### config.mk
export PLATFORM = sky130hd
export DESIGN_NAME = text_memory_loader
export DESIGN_NICKNAME = d
export VERILOG_FILES = /design/src/rtl/text_memory_loader.sv
export SDC_FILE = /design/constraint.sdc
export NUM_CORES = 1
export LEC_CHECK = 0
export CAP_MARGIN = 0
export CORE_MARGIN = 10
export CORE_UTILIZATION = 59
export CTS_CLUSTER_DIAMETER = 120
export DETAILED_ROUTE_END_ITERATION = 16
export PLACE_DENSITY_LB_ADDON = 0.08
export REMOVE_ABC_BUFFERS = 1
export SLEW_MARGIN = 20
export SYNTH_ARGS = -nofsm -noshare
export SYNTH_HDL_FRONTEND = slang
export SYNTH_SLANG_ARGS = --single-unit
### constraint.sdc
create_clock -name clock -period 7 [get_ports clock]
set_input_delay 0.7 -clock clock [delete_from_list [all_inputs] [get_ports clock]]
set_output_delay 0.7 -clock clock [all_outputs]
set_load 0.1 [all_outputs]
### src/rtl/text_memory_loader.sv
// ============================================================================
// Module   : text_memory_loader
// Brief    : Byte-stream to text-memory loader; assembles little-endian words
//            and holds the core while a program image is written.
//            Optional trailing checksum byte: define TEXT_LOADER_CHECKSUM_EN.
// Revision : 1.0 - initial release
// ============================================================================
`default_nettype none

module text_memory_loader #(
    parameter int TEXT_WORDS = 16384,
    parameter int ADDR_WIDTH = 14
) (
    input  logic                  clock,
    input  logic                  reset,
    input  logic                  start,
    input  logic [7:0]            rx_data,
    input  logic                  rx_valid,
    output logic                  rx_ready,
    output logic [ADDR_WIDTH-1:0] mem_address,
    output logic [31:0]           mem_data,
    output logic                  mem_write_enable,
    output logic                  core_hold,
    output logic                  busy,
    output logic                  done,
    output logic                  error,
    output logic [ADDR_WIDTH:0]   words_written
);

    typedef enum logic [2:0] {
        S_IDLE  = 3'd0,
        S_LEN   = 3'd1,
        S_DATA  = 3'd2,
        S_WRITE = 3'd3,
        S_DONE  = 3'd4,
        S_ERROR = 3'd5
`ifdef TEXT_LOADER_CHECKSUM_EN
        , S_CHECK = 3'd6
`endif
    } state_t;

    localparam logic [16:0] C_MAX_WORDS = 17'(TEXT_WORDS);
    localparam logic [ADDR_WIDTH:0] C_ONE = {{ADDR_WIDTH{1'b0}}, 1'b1};

    state_t                state_q, state_d;
    logic [1:0]            byte_cnt_q, byte_cnt_d;
    logic [15:0]           len_q, len_d;
    logic [31:0]           word_q, word_d;
    logic                  rx_ready_q, rx_ready_d;
    logic [ADDR_WIDTH-1:0] mem_address_q, mem_address_d;
    logic [31:0]           mem_data_q, mem_data_d;
    logic                  mem_we_q, mem_we_d;
    logic                  core_hold_q, core_hold_d;
    logic                  busy_q, busy_d;
    logic                  done_q, done_d;
    logic                  error_q, error_d;
    logic [ADDR_WIDTH:0]   words_written_q, words_written_d;
`ifdef TEXT_LOADER_CHECKSUM_EN
    logic [7:0]            sum_q, sum_d;
`endif

    logic                  w_accept;
    logic [15:0]           w_len_full;
    logic [ADDR_WIDTH:0]   w_ww_inc;
    logic                  w_to_finish;
    logic                  w_to_done;
    logic                  w_to_error;

    assign w_accept   = rx_valid & rx_ready_q;
    assign w_len_full = {rx_data, len_q[7:0]};
    assign w_ww_inc   = words_written_q + C_ONE;

    always_comb begin
        state_d         = state_q;
        byte_cnt_d      = byte_cnt_q;
        len_d           = len_q;
        word_d          = word_q;
        mem_address_d   = mem_address_q;
        mem_data_d      = mem_data_q;
        mem_we_d        = 1'b0;
        core_hold_d     = core_hold_q;
        busy_d          = busy_q;
        done_d          = done_q;
        error_d         = error_q;
        words_written_d = words_written_q;
`ifdef TEXT_LOADER_CHECKSUM_EN
        sum_d           = sum_q;
`endif
        w_to_finish     = 1'b0;
        w_to_done       = 1'b0;
        w_to_error      = 1'b0;

        case (state_q)
            S_IDLE: begin
                if (start) begin
                    state_d         = S_LEN;
                    busy_d          = 1'b1;
                    core_hold_d     = 1'b1;
                    done_d          = 1'b0;
                    error_d         = 1'b0;
                    words_written_d = '0;
                    byte_cnt_d      = 2'd0;
`ifdef TEXT_LOADER_CHECKSUM_EN
                    sum_d           = 8'h00;
`endif
                end
            end
            S_LEN: begin
                if (w_accept) begin
                    if (byte_cnt_q == 2'd0) begin
                        len_d[7:0] = rx_data;
                        byte_cnt_d = 2'd1;
                    end else begin
                        len_d      = w_len_full;
                        byte_cnt_d = 2'd0;
                        if (w_len_full == 16'd0) begin
                            w_to_finish = 1'b1;
                        end else if ({1'b0, w_len_full} > C_MAX_WORDS) begin
                            w_to_error = 1'b1;
                        end else begin
                            state_d = S_DATA;
                        end
                    end
                end
            end
            S_DATA: begin
                if (w_accept) begin
                    word_d[8*byte_cnt_q +: 8] = rx_data;
`ifdef TEXT_LOADER_CHECKSUM_EN
                    sum_d = sum_q + rx_data;
`endif
                    if (byte_cnt_q == 2'd3) begin
                        // Word and address are captured here so the strobe cycle sees them stable.
                        mem_data_d    = word_d;
                        mem_address_d = words_written_q[ADDR_WIDTH-1:0];
                        mem_we_d      = 1'b1;
                        byte_cnt_d    = 2'd0;
                        state_d       = S_WRITE;
                    end else begin
                        byte_cnt_d = byte_cnt_q + 2'd1;
                    end
                end
            end
            S_WRITE: begin
                words_written_d = w_ww_inc;
                if (16'(w_ww_inc) == len_q) begin
                    w_to_finish = 1'b1;
                end else begin
                    state_d = S_DATA;
                end
            end
`ifdef TEXT_LOADER_CHECKSUM_EN
            S_CHECK: begin
                if (w_accept) begin
                    if (rx_data == sum_q) begin
                        w_to_done = 1'b1;
                    end else begin
                        w_to_error = 1'b1;
                    end
                end
            end
`endif
            S_DONE:  state_d = S_IDLE;
            S_ERROR: state_d = S_IDLE;
            default: state_d = S_IDLE;
        endcase

`ifdef TEXT_LOADER_CHECKSUM_EN
        if (w_to_finish) begin
            state_d = S_CHECK;
        end
`else
        if (w_to_finish) begin
            w_to_done = 1'b1;
        end
`endif
        if (w_to_done) begin
            state_d     = S_DONE;
            busy_d      = 1'b0;
            core_hold_d = 1'b0;
            done_d      = 1'b1;
        end
        if (w_to_error) begin
            state_d     = S_ERROR;
            busy_d      = 1'b0;
            core_hold_d = 1'b0;
            error_d     = 1'b1;
        end

        // Ready is a function of the upcoming state only, so it never depends on rx_valid.
        rx_ready_d = (state_d == S_LEN) || (state_d == S_DATA)
`ifdef TEXT_LOADER_CHECKSUM_EN
                     || (state_d == S_CHECK)
`endif
                     ;
    end

    always_ff @(posedge clock or negedge reset) begin
        if (!reset) begin
            state_q         <= S_IDLE;
            byte_cnt_q      <= 2'd0;
            len_q           <= 16'd0;
            word_q          <= 32'd0;
            rx_ready_q      <= 1'b0;
            mem_address_q   <= '0;
            mem_data_q      <= 32'd0;
            mem_we_q        <= 1'b0;
            core_hold_q     <= 1'b0;
            busy_q          <= 1'b0;
            done_q          <= 1'b0;
            error_q         <= 1'b0;
            words_written_q <= '0;
`ifdef TEXT_LOADER_CHECKSUM_EN
            sum_q           <= 8'h00;
`endif
        end else begin
            state_q         <= state_d;
            byte_cnt_q      <= byte_cnt_d;
            len_q           <= len_d;
            word_q          <= word_d;
            rx_ready_q      <= rx_ready_d;
            mem_address_q   <= mem_address_d;
            mem_data_q      <= mem_data_d;
            mem_we_q        <= mem_we_d;
            core_hold_q     <= core_hold_d;
            busy_q          <= busy_d;
            done_q          <= done_d;
            error_q         <= error_d;
            words_written_q <= words_written_d;
`ifdef TEXT_LOADER_CHECKSUM_EN
            sum_q           <= sum_d;
`endif
        end
    end

    assign rx_ready         = rx_ready_q;
    assign mem_address      = mem_address_q;
    assign mem_data         = mem_data_q;
    assign mem_write_enable = mem_we_q;
    assign core_hold        = core_hold_q;
    assign busy             = busy_q;
    assign done             = done_q;
    assign error            = error_q;
    assign words_written    = words_written_q;

endmodule

`default_nettype wire

---- After elaboration in Yosys (flattened, before gate mapping) ----
Cells that the tools add are included.
operators by class
  muxes and demuxes ....................... 42
  shifts and indexed selects .............. 2
  bitwise logic cells ..................... 2
  reduce and logical (&&, ||, !) cells .... 21
  add/sub/neg operators ................... 3
  order comparisons ....................... 1
  equality and inequality tests ........... 10
operators with widths
  kind                                                                     number
  5-bit negation with 34-bit output                                        1
  8-bit by 34-bit variable shift with 32-bit output, first input constant  1
  8-bit by 34-bit indexed part select with 32-bit output                   1
  32-bit bitwise mux                                                       1
  3-bit 2-to-1 mux                                                         10
  15-bit one-hot mux with 2 select lines                                   1
  1-bit 2-to-1 mux                                                         22
  15-bit by 16-bit equality test with 1-bit output                         1
  16-bit by 15-bit > comparator with 1-bit output, second input constant   1
  16-bit logical NOT                                                       1
  15-bit by 1-bit adder with 15-bit output, second input constant          1
  15-bit 2-to-1 mux                                                        1
  3-bit one-hot mux with 4 select lines                                    1
  2-bit AND reduction                                                      5
  2-bit nonzero test                                                       5
  3-bit by 2-bit equality test with 1-bit output, second input constant    3
  3-bit AND reduction                                                      3
  3-bit nonzero test                                                       3
  2-bit 2-to-1 mux                                                         4
  3-bit by 1-bit equality test with 1-bit output, second input constant    2
  2-bit inequality test, second input constant                             3
  2-bit one-hot mux with 3 select lines                                    1
  4-bit AND reduction                                                      1
  3-bit logical NOT                                                        1
  7 further kinds                                                          7
word-level totals
  register bits after elaboration ......... 119
  output and inout port bits .............. 67
  word-level logic and storage cells ...... 94

---- Depth between registers and ports, before layout ----
Gate-level depths: netlist (run 1).
  depth in word-level cells ............... 10
  gate-level depth with buffers ........... 9

---- Worst setup path after synthesis (run 1) ----
Ideal clock, no wire load.
  kind .................................... register to register
  start ................................... register words_written_q[0] (netlist: words_written[0])
  end ..................................... register busy_q (netlist: busy)
  arrival time ............................ 2.901 ns
  clock period less this slack ............ 3.035 ns
  cell stages (with the launch flop) ...... 9
  path slack .............................. 3.965 ns
  path through ............................ dfrtp_1 -> ha_1 -> clkbuf_2 -> nand4_1 -> nor4_2 -> xnor2_1 -> or4_4 -> nor4_4 -> nor3_1
on the way
  word-level cells in the longest chain between the ends .. 7
  elaborated cells on any way between the ends .. 10
ends and longest elaborated chain
  what                                                               line  RTL
  start, declared                                                    57    logic [ADDR_WIDTH:0] words_written_q, words_written_d;
  start signal, assigned                                             229   words_written_q <= words_written_d;
  15-bit by 1-bit adder with 15-bit output *                         71    assign w_ww_inc = words_written_q + C_ONE;
  15-bit by 16-bit equality test with 1-bit output *                 146   if (16'(w_ww_inc) == len_q) begin
  1-bit 2-to-1 mux *                                                 146
  1-bit one-hot mux with 2 select lines *                            93    case (state_q)
  1-bit 2-to-1 mux *                                                 173   if (w_to_finish) begin
  3-bit nonzero test (no line) or 1-bit 2-to-1 mux (tied branches)   --
  2-bit AND reduction (no line) or 1-bit 2-to-1 mux (tied branches)  --
  end signal, assigned                                               226   busy_q <= busy_d;
  end, declared                                                      54    logic busy_q, busy_d;
Mark *: on every way between the ends. The rest lies on a longest branch, timed or not.
A chain may end at the register's enable or synchronous reset.

---- Worst setup path in the final report (run 1) ----
  start ................................... input port rx_valid
  end ..................................... register mem_data_q[13] (netlist: mem_data[13])
on the way
  word-level cells in the longest chain between the ends .. 2
ends and longest elaborated chain
  what                           line  RTL
  start, declared                18    input logic rx_valid,
  1-bit bitwise AND              69    assign w_accept = rx_valid & rx_ready_q;
  3-bit AND reduction (no line)  --
  end signal, assigned           223   mem_data_q <= mem_data_d;
  end, declared                  51    logic [31:0] mem_data_q, mem_data_d;
Every way passes these cells.

==> impl_metrics.ini, run 1 <==
[drt]
drt-pass1-iter-count = 4
ant_nets = 0
wl_per_cell_microns = 18.5
routed_wl_mm = 14.7
drc = 0
vias = 4768
drt_iter0_drc = 501
post_drt_via_cell_ratio = 6.01

[synthesis]
yosysMostFrequentCell = dfrtp_1
ys_seq_elements = 119
ys_seq_area_share_pct = 52.3
syn_avg_cell_area_sq_um = 9.74
synth_flop_cell = dfrtp_1
synth_cell_type_count = 59
ys.warnings.count = 0
netlist_instances = 585
synthTopCellsByArea = dfrtp_1, nand2_1, o21ai_0
yosys.area.top_type_share_pct = 52.3
yosysTopAreaCell = dfrtp_1
synthTopCellsByCount = dfrtp_1, nand2_1, o21ai_0
async_flop_share_pct = 100
synth_edf_count = 0
synthesis.area_sq_um = 5700

[setup_path]
critPathRequiredTime_ps = 7400
rr_startpoint = state_q[1]$_DFF_PN0_
cp-end-kind = flop
cpPeakStageDelay_ps = 800
startpoint_type = primary input
rr_worst_depth = 7
cpLargestDelayFamily = buffers and inverters
crit_top_cell = nand2_1
worst-setup-path-type = in2reg
cp_cell_sequence = clkdlybuf4s50_1 -> nand2_1 -> nor4_2 -> nand2_1 -> inv_2 -> buf_4 -> o221ai_1 -> o21a_1
cp_num_buf_inv = 3
worst_ep_arrival_time_ps = 4300
rr_endpoint = mem_data[13]$_DFFE_PN0P_
r2r_setup_slack_ps = 3190
path_max_fanout = 45
crit_path_top_delay_cell = nand2_1

[cells_and_area]
drive_gt1_share_pct = 8.27
fin_nets = 671
area_growth_pct = 24.4
antenna_cells = 0
fin_area_sq_um = 7090

[clocking]
insertion_delay_ps = 520
root_buffer = clkbuf_8
cts_tree = done
cts_setup_buffers = 0
clockBufferDepth = 2
htreeDepth = 4
cts_resized = 0
cts_hold_buf = 0
cts.clk_slew.worst_paths_ps = 60
cts.sinks = 119
cts_buffers = 17

[global_route]
grt_overflow_total = 0
grt_start_max_net_pins = 68
grt_antenna_before_repair = 0
grtUsageTotal_pct = 21.3
first_global_vias = 4747
grt_pass1_wl_mm = 24.7

[timing]
finalMaxSlewViolations = 0
period_share_pct = 55.8
clock_skew_ps = 8.19
slew_headroom_pct = 33.5
hold_violations = 0
rsz0062_at_grt = false
fmax_mhz = 256
finalCriticalPeriod_ps = 3900
finalSetupViolations = 0
timing.setup.tns_ps = 0
tightest_slew_ps = 994

[floorplan]
initial_core_util_pct = 61.1
die_y_microns = 118
dieArea_sq_um = 14000
core_sq_um = 9330
fp.dieW_microns = 118
rows = 35
io_pins = 79

[placed_design]
port-buffer-count = 78
placed_area_sq_um = 6480
place.gp.congestion = 0.919
dp_hpwl_mm = 9.94

[min_path]
min_path_type = in2async

[outcome]
outcome = finished, final reports clean

[flow_run]
max-cap-violations = 0

[pwr]
p_leak_nw = 3.05
ir_worst_vdd_mv = 0.360
power_per_cell_area_nw_per_um2 = 373
worst max-delay path by stage:
stage | from | end | cells past startpoint
floorplan | rx_ready$_DFF_PN0_ | mem_data[10]$_DFFE_PN0P_ | 6
global placement | rx_valid | mem_data[25]$_DFFE_PN0P_ | 8
detailed placement | rx_valid | mem_data[31]$_DFFE_PN0P_ | 8
CTS | rx_valid | mem_data[13]$_DFFE_PN0P_ | 8
global route | rx_valid | mem_data[13]$_DFFE_PN0P_ | 8
finish | rx_valid | mem_data[13]$_DFFE_PN0P_ | 8
registers in the layout, indices dropped and copies added, names as in the netlist, 2 cells and up:
| register | cells |
|---|---|
| mem_data | 32 |
| word_q | 32 |
| len_q | 16 |
| words_written | 15 |
| mem_address | 14 |
| state_q | 3 |
| byte_cnt_q | 2 |
cells in the final DEF, fill, tap and decap left out, types with 14 or more instances in the layout:
master,Yosys,routed
nor2_1,42,42
o221ai_1,24,24
xnor2_1,17,17
clkbuf_16,0,16
inv_1,33,33
o21a_1,24,24
nand3_1,14,14
dfrtp_1,119,119
o21ai_0,46,46
nand2_1,109,109
clkdlybuf4s50_1,0,77
layout make-up:
| type | count | area [sq um] |
|---|---|---|
| repair buffers | 80 | 793 |
| flip-flops and latches | 119 | 2980 |
| inverters | 35 | 131 |
| clock inverters | 13 | 171 |
| fillers | 660 | 2240 |
| well taps | 129 | 161 |
| clock buffers | 19 | 432 |
| multi-input cells | 399 | 2420 |
per-stage QoR:
stage          hold WS, ps  setup WS, ps  util, %  power [W]  std cells
2_1_floorplan          404          3670        -    0.00153        553
3_3_place_gp           458          2870     69.5    0.00174        762
3_5_place_dp           463          2630     69.5    0.00176        762
4_1_cts                234          3130     76.0    0.00264        794
5_1_grt                253          2790     76.0    0.00276        794
6_report               214          3100     76.0    0.00264        794
power by group:
| part | internal, W | switching [W] |
|---|---|---|
| Clock | 0.000555 | 0.000323 |
| Combinational | 0.000260 | 0.000594 |
| Sequential | 0.000798 | 0.000112 |
| Total | 0.00161 | 0.00103 |
metal layers:
layer | up-vias | wire length (microns) | part of all wire, % | GRT usage (%)
met2 | 170 | 6920 | 47 | 32.2
met3 | 18 | 1070 | 7.3 | 5.95
met5 | - | 0 | 0 | 0
met4 | 0 | 159 | 1.1 | 5.72
met1 | 2389 | 6570 | 45 | 29.2
li1 | 2191 | - | - | -
logic make-up (layout without fill, tap and decap cells):
logic type | count (synthesis) | after routing | synth area share [%]
xor+xnor | 22 | 22 | 3.38
mux | 8 | 8 | 1.58
flops | 119 | 119 | 52.3
fa+ha+maj | 7 | 7 | 1.54
simple gates | 221 | 221 | 18.7
compound gates | 141 | 141 | 17.3
buf+inv | 67 | 147 | 5.23
Power figures use the tool's default switching activity.
==> run 2, diff against run 1 <==
--- a/config.mk
+++ b/config.mk
@@ -7,7 +7,7 @@
 export LEC_CHECK = 0
 export CAP_MARGIN = 0
 export CORE_MARGIN = 10
-export CORE_UTILIZATION = 59
+export CORE_UTILIZATION = 55
 export CTS_CLUSTER_DIAMETER = 120
 export DETAILED_ROUTE_END_ITERATION = 16
 export PLACE_DENSITY_LB_ADDON = 0.08
==> constraint.sdc (replaced) <==
create_clock -name clock -period 3.7 [get_ports clock]
set_input_delay 0.37 -clock clock [delete_from_list [all_inputs] [get_ports clock]]
set_output_delay 0.37 -clock clock [all_outputs]
set_load 0.1 [all_outputs]
==> run 2 against run 1 <==
- critical path depth is 2 lower
- sequential power is 89% higher
- via count is 0.52% higher
- design area hardly changed
- sequential share of layout area hardly changed
- routed wire length is 1.2% higher
- utilization is 6.4 points lower
- non-clock buffer count is 6 higher
- clock power is 73% higher
- flip-flop and latch count stayed put
- highest routed layer unchanged
==> impl_metrics.ini, run 2 (synthesized netlist as in run 1, its figures left out) <==
[floorplan]
die_y_microns = 122
initial_core_util_pct = 55.9
io_pins = 79
dieArea_sq_um = 14800
core_sq_um = 10200
rows = 37
fp.dieW_microns = 122

[global_route]
grt_overflow_total = 0
grt_pass1_wl_mm = 24.8
grt_antenna_before_repair = 0
first_global_vias = 4653
grt_start_max_net_pins = 57
grtUsageTotal_pct = 21.0

[drt]
routed_wl_mm = 14.9
drc = 0
drt_iter0_drc = 409
post_drt_via_cell_ratio = 5.94
ant_nets = 0
wl_per_cell_microns = 18.5
vias = 4793
drt-pass1-iter-count = 5

[timing]
rsz0062_at_grt = false
fmax_mhz = 358
clock_skew_ps = 5.23
finalCriticalPeriod_ps = 2790
period_share_pct = 75.5
finalSetupViolations = 0
hold_violations = 0
finalWorstSetupSlack_ps = 907
tightest_slew_ps = 1020
finalMaxSlewViolations = 0
timing.setup.tns_ps = 0
slew_headroom_pct = 31.2

[placed_design]
place.gp.congestion = 0.894
pre_cts_ws_ps = 935
dp_hpwl_mm = 10.3
port-buffer-count = 78

[pwr]
p_sw_share_pct = 39.6
power_frac_seq_pct = 35.5
switching_power_w = 0.00192
p_leak_nw = 3.06
ir_worst_vdd_mv = 0.780
power_per_cell_area_nw_per_um2 = 685
internal_power_w = 0.00293
clkPwrFrac_pct = 31.3
comb_power_share_pct = 33.2

[cells_and_area]
layout_commonest_cell = dfrtp_1
fin_nets = 677
antenna_cells = 0
layout_common_cells = dfrtp_1, nand2_1, clkdlybuf4s50_1
n_fill_cell = 796
area_growth_pct = 24.4
seqCellArea_sq_um = 2980
multi_input_comb_area_sq_um = 2420
drive_gt1_share_pct = 8.79

[setup_path]
path_max_fanout = 10
cp-end-kind = flop
cp_cell_sequence = nand3_1 -> nor4_1 -> xnor2_1 -> a32o_1 -> nor4_4 -> nor3_1
crit_path_top_delay_cell = nor4_1
r2r_setup_slack_ps = 910
critPathRequiredTime_ps = 4080
rr_startpoint = words_written[2]$_DFFE_PN0P_
rr_worst_depth = 6
startpoint_type = flop
worst_ep_arrival_time_ps = 3180
rr_endpoint = rx_ready$_DFF_PN0_
cpPeakStageDelay_ps = 720
crit_end = rx_ready$_DFF_PN0_
crit_start = words_written[2]$_DFFE_PN0P_
worst-setup-path-type = reg2reg

[clocking]
cts.clk_slew.worst_paths_ps = 60
htreeDepth = 4
cts.sinks = 119
cts_setup_buffers = 0
cts_resized = 0
clockBufferDepth = 2
insertion_delay_ps = 520
cts_hold_buf = 1
root_buffer = clkbuf_8
cts_tree = done
cts_buffers = 17

[min_path]
min_path_type = in2async

[outcome]
outcome = finished, final reports clean

[flow_run]
max-cap-violations = 0
[run 2: changes by cell type in the layout (fill, tap and decap cells not counted)]
| cell | before | now |
|---|---|---|
| clkinv_4 | 2 | 1 |
| bufinv_16 | 3 | 1 |
| clkbuf_1 | 1 | 2 |
| dlygate4sd3_1 | 0 | 1 |
| inv_6 | 3 | 2 |
| clkinv_2 | 0 | 4 |
| buf_4 | 3 | 8 |
| clkinvlp_4 | 5 | 3 |
| clkbuf_8 | 2 | 3 |
[run 2: worst min path at each step]
stage	endpoint	slack, ps	cells after the start
finish	mem_data[22]$_DFFE_PN0P_	450	2
global placement	mem_address[4]$_DFFE_PN0P_	460	2
detailed placement	mem_address[13]$_DFFE_PN0P_	460	2
CTS	word_q[23]$_DFFE_PN0P_	480	2
floorplan	busy$_DFFE_PN0P_	70	0
global route	mem_address[8]$_DFFE_PN0P_	500	2
[run 2: layer usage]
metal  up-vias  wire length, microns  GRT usage [%]  share of wire (%)
met4         0                   250           7.90                1.7
li1       2208                     -              -                  -
met2       197                  6770           30.8                 45
met5         -                     0              0                  0
met3        22                  1150           5.18                7.7
met1      2366                  6730           29.6                 45
[run 2: worst max-delay path: cells and delay by family (launching register included)]
| family | cells | cell delay (ps) |
|---|---|---|
| DFF | 1 | 580 |
| xor gates and xnor gates | 1 | 190 |
| AOI/OAI and AO/OA | 1 | 280 |
| and+or+nand+nor | 4 | 1610 |
[run 2: power groups by stage]
stage	clock network [W]	registers, W	logic [W]
after floorplan	0	0.00219	0.000703
after global placement	0	0.00173	0.00158
after detailed placement	0	0.00174	0.00160
after CTS	0.00153	0.00172	0.00161
after global routing	0.00159	0.00176	0.00174
final	0.00152	0.00172	0.00161
[run 2: per-stage QoR]
stage / instance area (sq um) / total power [W] / utilization (%) / hold slack [ps] / std cells
2_1_floorplan: 5530 / 0.00289 / - / 74.4 / 553
3_3_place_gp: 6530 / 0.00331 / 64.1 / 457 / 774
3_5_place_dp: 6530 / 0.00334 / 64.1 / 462 / 774
4_1_cts: 7090 / 0.00487 / 69.6 / 476 / 807
5_1_grt: 7090 / 0.00508 / 69.6 / 496 / 807
6_report: 7090 / 0.00486 / 69.6 / 446 / 807
[run 2: final cells by class]
class,instances,area share (%)
Clock buffer,21,6.34
Multi-Input combinational cell,399,34.2
Tap cell,136,2.40
Inverter,35,1.85
Timing Repair Buffer,86,11.9
Sequential cell,119,42.0
Clock inverter,11,1.39
==> run 3, diff against run 2 <==
--- a/config.mk
+++ b/config.mk
@@ -7,7 +7,7 @@
 export LEC_CHECK = 0
 export CAP_MARGIN = 0
 export CORE_MARGIN = 10
-export CORE_UTILIZATION = 55
+export CORE_UTILIZATION = 50
 export CTS_CLUSTER_DIAMETER = 120
 export DETAILED_ROUTE_END_ITERATION = 16
 export PLACE_DENSITY_LB_ADDON = 0.08
==> constraint.sdc (replaced) <==
create_clock -name clock -period 2.4 [get_ports clock]
set_input_delay 0.24 -clock clock [delete_from_list [all_inputs] [get_ports clock]]
set_output_delay 0.24 -clock clock [all_outputs]
set_load 0.1 [all_outputs]
==> run 3 against run 2 <==
- clock skew up 0.85 ps
- worst hold slack worse by 77 ps
- setup slack worse by 820 ps
- clock power rose by 62%
- first-iteration DRC count shrank 10%
- critical path type unchanged
==> impl_metrics.ini, run 3 (synthesized netlist as in run 1, its figures left out) <==
[outcome]
outcome = finished, final reports clean

[clocking]
root_buffer = clkbuf_16
cts_buffers = 17
cts_tree = done
cts.clk_slew.worst_paths_ps = 50
insertion_delay_ps = 420
clockBufferDepth = 2
htreeDepth = 4
cts.sinks = 119

[setup_path]
cp_num_buf_inv = 1
rr_endpoint = rx_ready$_DFF_PN0_
rr_startpoint = words_written[0]$_DFFE_PN0P_
cp_cell_sequence = ha_4 -> xor2_1 -> or4_1 -> nor3_2 -> o2111ai_2 -> nor4_4 -> buf_4 -> nor3_1
rr_worst_depth = 8
path_max_fanout = 5
r2r_setup_slack_ps = 80
cpLargestDelayFamily = simple AND/OR/NAND/NOR gates
cp-end-kind = flop
worst_ep_arrival_time_ps = 2600
startpoint_type = flop
critPathRequiredTime_ps = 2690
crit_path_top_delay_cell = or4_1
cpPeakStageDelay_ps = 490
worst-setup-path-type = reg2reg

[timing]
finalMaxSlewViolations = 0
fmax_mhz = 432
tightest_slew_ps = 572
rsz0062_at_grt = false
period_share_pct = 96.5
hold_violations = 0
finalWorstSetupSlack_ps = 84.7
clock_skew_ps = 6.08
finalSetupViolations = 0
slew_headroom_pct = 61.9
finalCriticalPeriod_ps = 2320

[drt]
drt-pass1-iter-count = 7
vias = 4903
wl_per_cell_microns = 18.1
post_drt_via_cell_ratio = 5.77
routed_wl_mm = 15.3
drc = 0
drt_iter0_drc = 367
ant_nets = 0

[cells_and_area]
final_cells = 850
antenna_cells = 0
layout_commonest_cell = dfrtp_1
layout_common_cells = dfrtp_1, buf_4, nand2_1
fin_util_pct = 66.8
area_growth_pct = 28.9
drive_gt1_share_pct = 24.4
fin_nets = 717

[floorplan]
core_sq_um = 11000
initial_core_util_pct = 51.9
dieArea_sq_um = 16100
die_y_microns = 127
io_pins = 79
fp.dieW_microns = 127
rows = 38

[global_route]
grt_pass1_wl_mm = 24.7
grtUsageTotal_pct = 19.0
grt_start_max_net_pins = 43
grt_antenna_before_repair = 0
first_global_vias = 4745
grt_overflow_total = 0

[placed_design]
dp_cells = 817
place.gp.congestion = 0.908
port-buffer-count = 78
dp_hpwl_mm = 11.0
pre_cts_ws_ps = 10.5

[pwr]
ir_worst_vdd_mv = 0.804
power_per_cell_area_nw_per_um2 = 1060
p_leak_nw = 3.42

[min_path]
min_path_type = in2async

[flow_run]
max-cap-violations = 0
run 3: cell types whose count changed in the layout (fill, tap and decap cells not counted), sizes merged:
cell / before / now
buf: 8 / 115
clkdlybuf4s50: 77 / 10
clkbuf: 21 / 24
clkinv: 6 / 4
inv: 36 / 34
run 3: stage by stage:
| step | hold slack, ps | cell area (sq um) | total power (W) | TNS (ps) |
|---|---|---|---|---|
| final | 369 | 7340 | 0.00781 | 0 |
| after global routing | 403 | 7340 | 0.00816 | 0 |
| after CTS | 379 | 7300 | 0.00780 | 0 |
| after detailed placement | 273 | 6710 | 0.00532 | 0 |
| after global placement | 268 | 6710 | 0.00526 | 0 |
| after floorplan | -55.6 | 5530 | 0.00445 | -40700 |
run 3: layout make-up:
class | count | area, sq um
flip-flops and latches | 119 | 2980
clock inverters | 7 | 67.6
well taps | 140 | 175
clock buffers | 24 | 512
repair buffers | 126 | 1020
inverters | 35 | 131
multi-input cells | 399 | 2450
fillers | 894 | 3640
run 3: worst register-to-register path: cells and delay by family, from the launching register on:
kind            cells  cell delay, ps
compound gates      1             160
simple gates        4            1050
buf+inv             1             180
xor+xnor            1             130
fa+ha+maj           1             250
flops               1             410
run 3: timing repair:
action / in CTS / in global routing
resized for setup: 0 / 7
setup endpoints to repair: 0 / 5
hold buffers: 1 / 0
hold endpoints to repair: 39 / 0
buffers inserted: 0 / 1
run 3: how the worst max path moves through the flow:
stage | startpoint | cells past startpoint | to
floorplan | rx_ready$_DFF_PN0_ | 6 | mem_data[10]$_DFFE_PN0P_
global placement | words_written[0]$_DFFE_PN0P_ | 7 | busy$_DFFE_PN0P_
detailed placement | words_written[0]$_DFFE_PN0P_ | 7 | rx_ready$_DFF_PN0_
CTS | words_written[0]$_DFFE_PN0P_ | 7 | rx_ready$_DFF_PN0_
global route | words_written[0]$_DFFE_PN0P_ | 8 | rx_ready$_DFF_PN0_
finish | words_written[0]$_DFFE_PN0P_ | 8 | rx_ready$_DFF_PN0_
run 3: power by group:
part / internal [W] / leakage [nW] / total [W] / switching [W]
clock: 0.00158 / 0.280 / 0.00246 / 0.000883
combinational: 0.000876 / 1.53 / 0.00274 / 0.00186
sequential: 0.00233 / 1.61 / 0.00261 / 0.000285
run 3: per-layer routing:
| metal | track usage, % | routed length (microns) |
|---|---|---|
| met2 | 27.0 | 6760 |
| met5 | 0 | 0 |
| met1 | 26.5 | 7190 |
| met3 | 5.75 | 1190 |
| met4 | 7.23 | 202 |
